--- config.mk ---
export PLATFORM = sky130hd
export DESIGN_NAME = change_dispenser
export DESIGN_NICKNAME = d
export VERILOG_FILES = /design/src/rtl/change_dispenser.sv
export SDC_FILE = /design/constraint.sdc
export NUM_CORES = 1
export LEC_CHECK = 0
export BUFFER_PORTS_ARGS = -buffer_cell sky130_fd_sc_hd__clkbuf_2
export CAP_MARGIN = 30
export CORE_MARGIN = 2
export CORE_UTILIZATION = 48
export CTS_CLUSTER_DIAMETER = 200
export DETAILED_ROUTE_END_ITERATION = 10
export PLACE_DENSITY = 0.72
export SLEW_MARGIN = 20
export SYNTH_ARGS = -nofsm -noshare
export SYNTH_HDL_FRONTEND = slang
export SYNTH_SLANG_ARGS = --single-unit
--- constraint.sdc ---
create_clock -name clk -period 2 [get_ports clk]
set_clock_uncertainty 0.1 [all_clocks]
set_input_delay 0.3 -clock clk [delete_from_list [all_inputs] [get_ports clk]]
set_output_delay 0.3 -clock clk [all_outputs]
set_load 0.1 [all_outputs]
--- src/rtl/change_dispenser.sv ---
// change_dispenser: pays out a return amount one coin at a time, Rs2 first then Re1.
//   clk, rst (async, active-high)
//   load, amount      : start a payout of `amount` rupees when not busy
//   busy              : payout in progress (EJECT/GAP)
//   eject_valid/coin  : coin request to the ejector, coin 0=Re1 1=Rs2
//   eject_ack         : ejector accepts the coin offered
//   done              : one-cycle pulse when the payout is complete
module change_dispenser #(
    parameter int AMT_W      = 4,
    parameter int GAP_CYCLES = 2
) (
    input  logic             clk,
    input  logic             rst,
    input  logic             load,
    input  logic [AMT_W-1:0] amount,
    output logic             busy,
    output logic             eject_valid,
    output logic             eject_coin,
    input  logic             eject_ack,
    output logic             done
);
    typedef enum logic [1:0] {IDLE, EJECT, GAP, DONE} state_t;
    localparam int GW = GAP_CYCLES > 1 ? $clog2(GAP_CYCLES) : 1;
    localparam logic [GW-1:0] GAP_LAST = GW'(GAP_CYCLES - 1);
    state_t           state;
    logic [AMT_W-1:0] remaining;
    logic [GW-1:0]    gap_cnt;
    logic [AMT_W-1:0] rem_next;
    // eject_coin doubles as the coin value being paid in EJECT
    assign rem_next = remaining - (eject_coin ? AMT_W'(2) : AMT_W'(1));
    always_ff @(posedge clk or posedge rst) begin
        if (rst) begin
            state       <= IDLE;
            remaining   <= '0;
            gap_cnt     <= '0;
            busy        <= 1'b0;
            eject_valid <= 1'b0;
            eject_coin  <= 1'b0;
            done        <= 1'b0;
        end else begin
            case (state)
                // DONE accepts a new load exactly like IDLE
                IDLE, DONE: begin
                    done <= 1'b0;
                    if (load) begin
                        remaining <= amount;
                        if (|amount) begin
                            state       <= EJECT;
                            busy        <= 1'b1;
                            eject_valid <= 1'b1;
                            eject_coin  <= |amount[AMT_W-1:1];
                        end else begin
                            state <= DONE;
                            done  <= 1'b1;
                        end
                    end else begin
                        state <= IDLE;
                    end
                end
                EJECT: begin
                    if (eject_ack) begin
                        remaining   <= rem_next;
                        eject_valid <= 1'b0;
                        eject_coin  <= 1'b0;
                        gap_cnt     <= '0;
                        if (~|rem_next) begin
                            state <= DONE;
                            busy  <= 1'b0;
                            done  <= 1'b1;
                        end else begin
                            state <= GAP;
                        end
                    end
                end
                GAP: begin
                    if (gap_cnt == GAP_LAST) begin
                        state       <= EJECT;
                        gap_cnt     <= '0;
                        eject_valid <= 1'b1;
                        eject_coin  <= |remaining[AMT_W-1:1];
                    end else begin
                        gap_cnt <= gap_cnt + 1'b1;
                    end
                end
                default: state <= IDLE;
            endcase
        end
    end
endmodule

* After elaboration in Yosys (flattened, before gate mapping)
Index checks and enable logic that the tools add are counted. Widths: inputs -> output; s select.
Storage, ports and cells: memory bits (writable) 0, bits of input ports 8, register bits 11, memories kept 0, memory bits (read-only) 0, bits in latches 0, word-level logic and storage cells 60, output and inout port bits 4
Operators by class: muxes and demuxes 29, divide/modulo/power cells 0, equal/unequal tests 8, reductions and logical operators 14, $mul 0, bitwise operators 0, add/subtract/negate cells 2, order comparisons 0, shift-type cells 0
Operator list (count):
- $mux 1 | 15
- $mux 2 | 5
- $ne 2x2->1 const B | 5
- $mux 4 | 2
- $pmux 4 s2 | 1
- $reduce_or 4->1 | 2
- $pmux 1 s2 | 3
- $pmux 1 s3 | 2
- $pmux 2 s3 | 1
- $reduce_and 3->1 | 2
- $reduce_or 3->1 | 2
- $reduce_and 5->1 | 1
- $eq 2x2->1 const B | 2
- $reduce_and 2->1 | 2
- $reduce_and 4->1 | 1
- $reduce_bool 2->1 | 2
- $sub 4x2->4 | 1
- $eq 2x1->1 const B | 1
- $logic_not 2->1 | 1
- $reduce_or 2->1 | 1
- $add 1x1->1 const B | 1

* Longest topological paths before layout
word-level depth 6, depth in mapped cells 8, gate-level depth less buffers 8

* Worst setup path before layout
Ideal clock, no wire load.
path kind register to register, start reg eject_coin, end reg busy, stages on the path, launching flop included 9, buffers on the path 0, required time 1.778 ns, library setup time 0.122 ns, slack -0.710 ns, clock period less this slack 2.710 ns, arrival time 2.488 ns, cells stage by stage dfrtp_1 inv_1 ha_1 fa_1 xnor2_1 nand4_1 nor3_2 nand2_1 a22o_1
On the way: word-level cells in the longest chain between the ends 5
Ends and longest elaborated chain:
- start, declared | line 18 | output logic eject_coin,
- start signal, assigned | line 51 | eject_coin <= |amount[AMT_W-1:1];
- start signal, assigned | line 80 | eject_coin <= |remaining[AMT_W-1:1];
- $mux 2 | line 30 | assign rem_next = remaining - (eject_coin ? AMT_W'(2) : AMT_W'(1));
- $sub 4x2->4 | line 30
- $reduce_or 4->1 | line 66 | if (~|rem_next) begin
- $ne 2x2->1 (no line)
- $reduce_and 5->1 (no line)
- end signal, assigned | line 36 | busy <= 1'b0;
- end signal, assigned | line 49 | busy <= 1'b1;
- end signal, assigned | line 68 | busy <= 1'b0;
- end, declared | line 16 | output logic busy,
No other way between the ends. A chain may end at the register's enable or synchronous reset.

* Worst setup path after layout
Same ends and word-level chain as after synthesis.

==> flow_summary.ini <==
[sta]
hold_viol = 0
finalSetupViolCount = 0
worst_slew_pin_slew_ns = 0.612
finalCritPeriodShare_pct = 96.9
rsz0062_at_grt = yes
fmax_ghz = 0.516
worst_slew_margin_rel_pct = 59.0
drv_slew = 0
timing.final.crit_period_ns = 1.94

[detailed_routing]
ant_nets = 0
drc = 0
routed_wl_um = 1650
firstDrtPassIters = 6
vias = 677
drtIter0Drc = 17
avgRoutedWirePerCell_um = 13.9
vias_per_cell = 5.69

[finish]
fin_util_pct = 63.0
n_antenna_cell = 0
syn_to_final_growth_pct = 26.5
final_layout_size_suffix_gt1_share_pct = 33.0
layout_common_cells = nand2_1 (11), clkbuf_2 (11), dfrtp_1 (10)
fin_nets = 117

[clock_network]
htree_levels = 1
clk_latency_ns = 0.27
cts_buffers = 3
cts_tree = built
clk_pin_slew_ns = 0.08
cts_sinks = 11
cts_root_buf = clkbuf_4
clockBufferDepth = 2

[die]
die_area_mm2 = 0.00186
die_w_um = 43.1
rows = 14
core_mm2 = 0.00147
start_util_pct = 49.8
ios = 12
fp.dieH_um = 43.1

[synth]
synthSimpleGateAreaFrac_pct = 20.6
ys_seq_area_share_pct = 37.5
netlist_area_um2 = 733
synthCells = 82
synth_top_family_by_area = compound AO/OA/AOI/OAI gates
synth_mux_area_share_pct = 0
synth-xor-area-share_pct = 1.19
synth-compound-area-share_pct = 24.7
synth_adder_area_share_pct = 9.56
ys_types = 30
synth_seq_cells = 11
syn_nets = 95
synth_warnings = 0
syn_area_per_cell_um2 = 8.94

[status]
status = finished, final reports clean

[global_routing]
grt_start_max_net_pins = 12
grt_pass1_vias = 649
grt_pass1_wl_um = 2790
grt-ovfl-total = 0
track_usage_pct = 20.0
antenna_found_initial = 0

[worst_setup_path]
crit_family = adder cells
required_ns = 2.06
path_cells = inv_4 > ha_4 > fa_2 > nand4_1 > nor3_2 > nand2_1 > a22o_1
worstPathArrival_ns = 2.00
critPathCaptureType = register
path_buf_inv = 1
cp_slowest_stage_delay_ns = 0.53
startpoint_type = register
worst-path-max-fanout = 4
critical-path-slowest-cell = fa_2
critical_path_class = reg2reg
reg2reg_slack_ns = 0.06

[job]
drv_cap = 0

[placement]
hpwl_um = 1240
place_congestion = 0.824
port_buffers = 11

[hold_path]
hold_class = in2reg
-- cell type report --
cell class	instances	area, µm²
Clock buffer	4	26.3
Fill cell	121	544
Inverter	8	32.5
Multi-Input combinational cell	60	444
Sequential cell	11	279
Tap cell	16	20.0
Timing Repair Buffer	20	125
-- Yosys cell counts, drive strengths merged --
| library cell | number | area, µm² |
|---|---|---|
| nand4 | 1 | 6.26 |
| clkbuf | 1 | 3.75 |
| ha | 4 | 50.1 |
| a221o | 1 | 10.0 |
| buf | 2 | 12.5 |
| a311oi | 2 | 17.5 |
| nor2 | 1 | 3.75 |
| nor3 | 3 | 20.0 |
| o21ai | 10 | 50.0 |
| fa | 1 | 20.0 |
| o31a | 1 | 8.76 |
| o22a | 1 | 10.0 |
| a21o | 2 | 15.0 |
| a21oi | 5 | 25.0 |
| nor2b | 3 | 18.8 |
| o31ai | 2 | 15.0 |
| inv | 8 | 30.0 |
| dfrtp | 11 | 275 |
| nand2b | 4 | 27.5 |
| a22o | 1 | 8.76 |
| xnor2 | 1 | 8.76 |
| nand2 | 11 | 41.3 |
| nor4 | 3 | 33.8 |
| o211ai | 2 | 15.0 |
| a31oi | 1 | 6.26 |
-- per-stage QoR --
step / setup WS [ns] / cells / cell area [µm²] / TNS [ns] / hold slack [ns]
floorplan: -0.185 / 82 / 754 / -0.336 / 0.0525
global placement: 0.0136 / 112 / 858 / 0 / 0.196
detailed placement: -0.00646 / 112 / 858 / -0.00933 / 0.204
CTS: 0.0308 / 117 / 901 / 0 / 0.270
global route: -0.0472 / 119 / 927 / -0.136 / 0.286
finish: 0.0626 / 119 / 927 / 0 / 0.280
-- tightest hold or removal path, cell delays in order --
cell	delay [ns]
clkbuf_2	0.12
a21oi_2	0.06
a21oi_1	0.12
-- state kept, by name, indices dropped and copies added (netlist names) --
register,cells
remaining,4
eject_valid,1
state,2
eject_coin,1
gap_cnt,1
busy,1
done,1
-- final timing paths --
check,depth (start not counted),end,start
worst max register to register,7,busy,eject_coin
max in group asynchronous,3,eject_coin,rst
min in group asynchronous,3,done,rst
worst max-delay path,7,busy,eject_coin
worst min-delay path,3,done,eject_ack
worst min register to register,2,eject_valid,eject_valid
-- cells by family after synthesis --
kind of cell / Yosys count
adder cells (fa/ha/maj): 5
XOR/XNOR: 1
flip-flops: 11
AND/OR/NAND/NOR: 26
buffers and inverters: 11
AO/OA/AOI/OAI: 28
-- what timing repair did --
action,4_1_cts,5_1_grt
endpoints found under the setup margin,3,4
hold buffers,1,0
setup buffers,0,2
resized for setup,1,4
hold endpoints to repair,11,0
pin swaps,1,0
-- routing by layer --
metal	GRT usage, %	up-vias	share of wire (%)
met4	5.45	0	0.79
li1	-	335	-
met2	32.5	14	46
met3	5.11	2	3.4
met1	26.2	326	50
met5	0	-	0
Power is not shown: default switching activity piles up to over one toggle a cycle in this logic, so the estimate is an artifact.
